[config.mk]
export PLATFORM = sky130hd
export DESIGN_NAME = usb_tx_controller
export DESIGN_NICKNAME = d
export VERILOG_FILES = /design/src/rtl/usb_tx_controller.sv
export SDC_FILE = /design/constraint.sdc
export NUM_CORES = 1
export LEC_CHECK = 0
export CORE_UTILIZATION = 40
export DETAILED_ROUTE_END_ITERATION = 8
export PLACE_DENSITY = 0.71
export SLEW_MARGIN = 15
export SYNTH_ARGS = -nofsm -noshare
export SYNTH_HDL_FRONTEND = slang
export SYNTH_SLANG_ARGS = --single-unit
[constraint.sdc]
create_clock -name clk -period 4.5 [get_ports clk]
set_input_delay 1.35 -clock clk [delete_from_list [all_inputs] [get_ports clk]]
set_output_delay 1.35 -clock clk [all_outputs]
set_load 0.02 [all_outputs]
[src/rtl/usb_tx_controller.sv]
// usb_tx_controller: sequences one outgoing USB packet for the NRZI encoder.
// It generates the bit strobe and sends SYNC and then the payload bytes LSB first.
// It inserts a stuffed zero after six consecutive ones.
// It ends the packet with SE0, SE0 and a J bit.
module usb_tx_controller #(
    parameter int CLKS_PER_BIT = 8
) (
    input  logic       clk,
    input  logic       n_rst,
    input  logic       tx_start,
    input  logic [7:0] tx_data,
    input  logic       tx_data_valid,
    input  logic       tx_last,
    output logic       tx_data_ack,
    output logic       d_orig,
    output logic       flag_8,
    output logic       pause,
    output logic       eop,
    output logic       tx_busy,
    output logic       tx_done,
    output logic       tx_error
);

    localparam int CNT_W = $clog2(CLKS_PER_BIT);
    localparam logic [CNT_W-1:0] CNT_MAX = CNT_W'(CLKS_PER_BIT - 1);

    typedef enum logic [2:0] {IDLE, SYNC, DATA, STUFF, EOP, EJ, DONE} state_t;

    state_t          state, state_next;
    logic [CNT_W-1:0] cnt;
    logic [2:0]      bit_idx, bit_next;     // bit within SYNC/byte, or EOP bit number
    logic [2:0]      ones, ones_next;       // consecutive ones strobed so far
    logic [2:0]      ones_inc;
    logic            last_d, last_d_next;   // last raw bit sent, replayed as J
    logic [7:0]      shreg, shreg_next;
    logic            cur_last, cur_last_next;
    logic            byte_end, byte_end_next; // stuff bit sits on a byte boundary
    logic            d_next, ack_next, err_next;
    logic            do_boundary;

    // Bit timer: free-runs only while busy, so the first strobe is a full bit after start.
    always_ff @(posedge clk or negedge n_rst) begin
        if (!n_rst) begin
            cnt    <= '0;
            flag_8 <= 1'b0;
        end else begin
            // NOTE: sequential state uses non-blocking assignments so every register
            // samples pre-edge values, independent of statement order.
            cnt    <= (!tx_busy || cnt == CNT_MAX) ? '0 : cnt + 1'b1;
            flag_8 <= tx_busy && (cnt == CNT_MAX);
        end
    end

    // FSM state register.
    always_ff @(posedge clk or negedge n_rst) begin
        if (!n_rst) state <= IDLE;
        else        state <= state_next;
    end

    // Next-state, datapath next values and the state-decoded outputs.
    always_comb begin
        // NOTE: every signal gets a default first, so no path leaves one unassigned and
        // no latch is inferred.
        state_next    = state;
        bit_next      = bit_idx;
        ones_next     = ones;
        last_d_next   = last_d;
        shreg_next    = shreg;
        cur_last_next = cur_last;
        byte_end_next = byte_end;
        d_next        = d_orig;
        ack_next      = 1'b0;
        err_next      = 1'b0;
        do_boundary   = 1'b0;
        ones_inc      = d_orig ? ones + 3'd1 : 3'd0;
        pause         = (state == IDLE) || (state == DONE);
        eop           = (state == EOP);
        tx_busy       = (state != IDLE) && (state != DONE);
        tx_done       = (state == DONE);

        case (state)
            IDLE: if (tx_start) begin
                state_next    = SYNC;
                d_next        = 1'b0;
                bit_next      = 3'd0;
                ones_next     = 3'd0;
                last_d_next   = 1'b1;
                cur_last_next = 1'b0;
                byte_end_next = 1'b0;
            end
            SYNC: if (flag_8) begin
                last_d_next = d_orig;
                ones_next   = ones_inc;
                if (bit_idx == 3'd7) begin
                    do_boundary = 1'b1;
                end else begin
                    bit_next = bit_idx + 3'd1;
                    d_next   = (bit_idx == 3'd6);
                end
            end
            DATA: if (flag_8) begin
                last_d_next = d_orig;
                ones_next   = ones_inc;
                if (ones_inc == 3'd6) begin
                    state_next    = STUFF;
                    d_next        = 1'b0;
                    byte_end_next = (bit_idx == 3'd7);
                    bit_next      = bit_idx + 3'd1;
                end else if (bit_idx == 3'd7) begin
                    do_boundary = 1'b1;
                end else begin
                    bit_next = bit_idx + 3'd1;
                    d_next   = shreg[bit_idx + 3'd1];
                end
            end
            STUFF: if (flag_8) begin
                last_d_next = d_orig;
                ones_next   = 3'd0;
                if (byte_end) begin
                    do_boundary = 1'b1;
                end else begin
                    state_next = DATA;
                    d_next     = shreg[bit_idx];
                end
            end
            EOP: if (flag_8) begin
                if (bit_idx == 3'd0) begin
                    bit_next = 3'd1;
                end else begin
                    state_next = EJ;
                    d_next     = last_d;
                end
            end
            EJ: if (flag_8) begin
                state_next = DONE;
                d_next     = 1'b1;
            end
            DONE:    state_next = IDLE;
            default: state_next = IDLE;
        endcase

        // Byte boundary: finish, load the next byte, or report an underrun.
        if (do_boundary) begin
            bit_next      = 3'd0;
            byte_end_next = 1'b0;
            if (cur_last) begin
                state_next = EOP;
            end else if (tx_data_valid) begin
                state_next    = DATA;
                shreg_next    = tx_data;
                cur_last_next = tx_last;
                d_next        = tx_data[0];
                ack_next      = 1'b1;
            end else begin
                state_next = EOP;
                err_next   = 1'b1;
            end
        end
    end

    // Datapath registers and registered pulse outputs.
    always_ff @(posedge clk or negedge n_rst) begin
        if (!n_rst) begin
            d_orig      <= 1'b1;
            bit_idx     <= 3'd0;
            ones        <= 3'd0;
            last_d      <= 1'b1;
            shreg       <= 8'h00;
            cur_last    <= 1'b0;
            byte_end    <= 1'b0;
            tx_data_ack <= 1'b0;
            tx_error    <= 1'b0;
        end else begin
            d_orig      <= d_next;
            bit_idx     <= bit_next;
            ones        <= ones_next;
            last_d      <= last_d_next;
            shreg       <= shreg_next;
            cur_last    <= cur_last_next;
            byte_end    <= byte_end_next;
            tx_data_ack <= ack_next;
            tx_error    <= err_next;
        end
    end

endmodule

Yosys cells after proc, flatten, opt, wreduce, memory -nomap -nowiden --
Index checks and enable logic that the tools add are counted.
Operators by class: $add $sub $neg 3, order comparisons 2, equal/unequal tests 26, muxes and demuxes 71, bitwise logic cells 1, reduce and logical (&&, ||, !) cells 20
Operators by type and width (number):
- 2-to-1 mux 3 bit | 23
- 2-to-1 mux 1 bit | 39
- != test 3 bit (second input constant) | 9
- == test 3 bit (second input constant) | 7
- one-hot mux 3 bit (6 select lines) | 1
- one-hot mux 3 bit (4 select lines) | 1
- adder 3 x 1 -> 3 bit (second input constant) | 3
- one-hot mux 3 bit (3 select lines) | 1
- AND reduction 9 bit | 1
- nonzero test 3 bit | 3
- less-than comparator 3 x 4 -> 1 bit (second input constant) | 2
- AND reduction 4 bit | 2
- binary-select mux 1 bit (select 3 bit) | 2
- == test 3 x 2 -> 1 bit (second input constant) | 2
- zero test 3 bit | 2
- != test 2 bit (second input constant) | 3
- one-hot mux 1 bit (6 select lines) | 1
- AND reduction 3 bit | 2
- AND reduction 6 bit | 1
- nonzero test 5 bit | 1
- != test 2 x 1 -> 1 bit (second input constant) | 2
- one-hot mux 1 bit (2 select lines) | 2
- == test 3 x 1 -> 1 bit (second input constant) | 1
- != test 3 x 1 -> 1 bit (second input constant) | 1
- other kinds (9) | 11
Word-level totals: register bits 27, bits of input ports 13, output and inout bits 8, logic and storage cells 135

Longest topological paths before layout --
word-level depth 10, gate-level depth with buffers 9, depth with buffers taken out 8

Least setup slack after synthesis --
OpenSTA, ideal clock, no wires.
path kind register to output, start register state[1], end output port tx_busy, arrival time 1.564 ns, data required time 3.150 ns, slack 1.586 ns, cell stages (with the launch flop) 5, path buffers 1, cell sequence dfrtp_1 buf_4 or2_1 a21oi_1 inv_1
On the way: cells in the longest elaborated chain, start to end 2, elaborated cells between the ends (all ways) 3, classes of those cells eq/ne: 1; reduce/logical: 2
Ends and longest elaborated chain:
- start: declaration | RTL line 29 | state_t state, state_next;
- start signal: assignment | RTL line 57 | else state <= state_next;
- != test 3 bit or nonzero test 3 bit (tied branches) | RTL line 78 | tx_busy = (state != IDLE) && (state != DONE);
- logical AND 1 bit * | RTL line 78
- end: declaration | RTL line 19 | output logic tx_busy,
Mark *: on every way between the ends. The rest lies on a longest branch, timed or not.

Worst setup path in the final report --
start register state[2], end output port pause
On the way: cells in the longest elaborated chain, start to end 2, elaborated cells between the ends (all ways) 3, classes of those cells eq/ne: 1; reduce/logical: 2
Ends and longest elaborated chain:
- == test 3 bit or zero test 3 bit (tied branches) | RTL line 76 | pause = (state == IDLE) || (state == DONE);
- logical OR 1 bit * | RTL line 76
- end: declaration | RTL line 17 | output logic pause,
Marked as above.

==> qor.yml <==
synth:
  ys_ff_latch: 27
  syn_avg_cell_area_um2: 9.97
  ys_types: 55
  synthTopCellsByArea: "dfrtp_1 (34%), ha_1 (5.5%), mux2_1 (4.9%)"
  synth_cells: 183
  syn-num-nets: 204
  synth_top_area_frac: 0.343
  synth_edf_count: 0
  ys.flop_type: "dfrtp_1"
  ys_seq_area_frac: 0.372
  yosys.area.top_type: "dfrtp_1"
  ys_warn_count: 0
  async_reset_ff_frac: 1.00
  netlist_area_um2: 1820
routing:
  drcViolationCount: 0
  ant_nets: 0
  drtIter0Drc: 108
  wl_um: 3760
  firstDrtPassIters: 4
  wl_per_cell_um: 15.0
  dr_total_vias: 1460
  via_per_inst: 5.84
place:
  dpl.hpwl_um: 2790
  portBuffers: 20
  dpl.cell_count: 246
  gp_congestion: 0.854
clocking:
  cts_buffers: 3
  cts_tree: "built"
  cts_max_path_buffers: 2
  cts_max_level: 1
  cts_resized: 0
  cts_hold_buf: 0
  ctsRootBufferMaster: "clkbuf_8"
  cts_num_sinks: 27
  clk_latency_ns: 0.27
  post_cts_buffers: 0
  path_clk_slew_ns: 0.09
grt:
  grt-busiest-layer: "met1"
  antenna_found_initial: 0
  overflow: 0
  use_met3: 0.0233
  use_met2: 0.257
  grt_first_pass_wirelength_um: 6810
  use_met1: 0.267
  grtUsageTotal: 0.176
  grt_pass1_vias: 1383
  grt_max_degree: 28
sta:
  fin_skew_ns: 0.00417
  clock.fmax_mhz: 285
  final.min_clock_period_ns: 3.51
  tightestPinTransition_ns: 0.714
  drv_slew: 0
  final-hold-violation-count: 0
  setup_viol: 0
  rsz0062_at_grt: "no"
  setup_tns_ns: 0
  fin_crit_sh: 0.780
  slew_headroom: 0.524
power:
  p_leak_nw: 0.914
  power_density_nw_per_um2: 461
  vdd_drop_max_mv: 0.199
worst_setup_path:
  required_ns: 3.15
  start_kind: "flop"
  cp.arrival_ns: 2.16
  cp-end-kind: "output pin"
  cp_max_fo: 18
  worstSetupPathType: "reg2out"
die:
  ios: 21
  placementRows: 24
  die_w_um: 69.5
  core-area_um2: 4350
  die_area_um2: 4830
  start_util: 0.419
  fp.dieH_um: 69.5
layout:
  final_nets: 220
  n_antenna_cell: 0
  instances_no_fill: 250
  drive_above_1_share: 0.0707
  syn2layout_area_growth_pct: 14.2
run_status:
  status: "finished clean"
job:
  cap_violations: 0
worst_hold_path:
  hp-class: "reg2reg"
## routing by layer
metal,part of all wire,up-vias
met5,0,-
met4,0.019,0
met3,0.040,7
met2,0.43,45
met1,0.51,704
li1,-,704
## worst paths after layout
kind / from / endpoint / slack [ns] / cells past startpoint
setup / recovery: state[2] / pause / 0.99 / 3
hold / removal: cnt[0] / cnt[0] / 0.45 / 1
setup reg to reg: bit_idx[0] / shreg[0] / 1.68 / 6
hold reg to reg: cnt[0] / cnt[0] / 0.45 / 1
max in group asynchronous: n_rst / d_orig / 2.76 / 2
min in group asynchronous: n_rst / state[0] / 1.44 / 2
## registers in the layout, indices dropped and copies added, names as in the netlist
| name | flops |
|---|---|
| shreg | 8 |
| bit_idx | 3 |
| cnt | 3 |
| ones | 3 |
| state | 3 |
| byte_end | 1 |
| cur_last | 1 |
| d_orig | 1 |
| flag_8 | 1 |
| last_d | 1 |
| tx_data_ack | 1 |
| tx_error | 1 |
## worst max-delay path: stages, from the launching register on
cell and delay (ns):
dfrtp_1 0.56, or2_1 0.33, a21oi_1 0.32, clkdlybuf4s50_1 0.67
## area by class of cell
type	count	area (µm²)
well taps	52	65.1
inverters	6	22.5
clock buffers	4	45.0
multi-input cells	140	1060
repair buffers	21	208
flip-flops and latches	27	678
fillers	411	2270
## cell usage after synthesis (2+ instances only)
library cell  count
a211oi_1          3
a21oi_1           6
a22o_1            5
a31oi_1           2
and2_1            4
buf_2             5
buf_4             2
clkbuf_1          2
dfrtp_1          25
dfstp_2           2
ha_1              8
inv_1             6
mux2_1            8
mux2_2            3
mux2i_1           8
mux4_1            2
nand2_1          10
nand2b_1          6
nand3_1           6
nand3b_1          2
nor2_1           10
nor2b_1           8
nor3_1            8
o21a_1            2
o21ai_0           5
o21ai_1           4
o21bai_1          2
o2bb2ai_1         2
## cell usage in the layout, fill, tap and decap left out, types with 3 or more instances in the layout
cell              n
dfrtp_1          25
mux2_2            3
a21oi_1           6
a22o_1            5
clkbuf_8          3
ha_1              8
nand3_1           6
mux2i_1           8
nor2b_1           8
mux2_1            8
nand2_1          10
nor3_1            8
a211oi_1          3
and2_1            4
nand2b_1          6
clkdlybuf4s50_1  20
o21ai_0           5
nor2_1           10
o21ai_1           4
inv_1             6
## report_power, final
group | switching (mW) | internal [mW]
sequential | 0.0928 | 0.291
combinational | 0.223 | 0.215
clock | 0.0755 | 0.0635
## stage by stage
step	area (µm²)	utilization	worst slack [ns]	total power, mW	hold slack [ns]
finish	2080	0.478	0.991	0.961	0.447
global route	2080	0.478	0.798	1.04	0.476
CTS	2080	0.478	0.986	0.965	0.450
detailed placement	2040	0.468	1.30	0.821	0.438
global placement	2040	0.468	1.35	0.817	0.436
floorplan	1820	-	1.59	0.706	0.415
## cells by family after synthesis
group                      Yosys count  synth area share
AOI/OAI and AO/OA                   46             0.181
and+or+nand+nor                     62             0.189
muxes                               21             0.141
buffers and inverters               16            0.0446
DFF                                 27             0.372
xor gates and xnor gates             3            0.0185
adders and majority gates            8            0.0549
(Power assumes the default switching activity.)
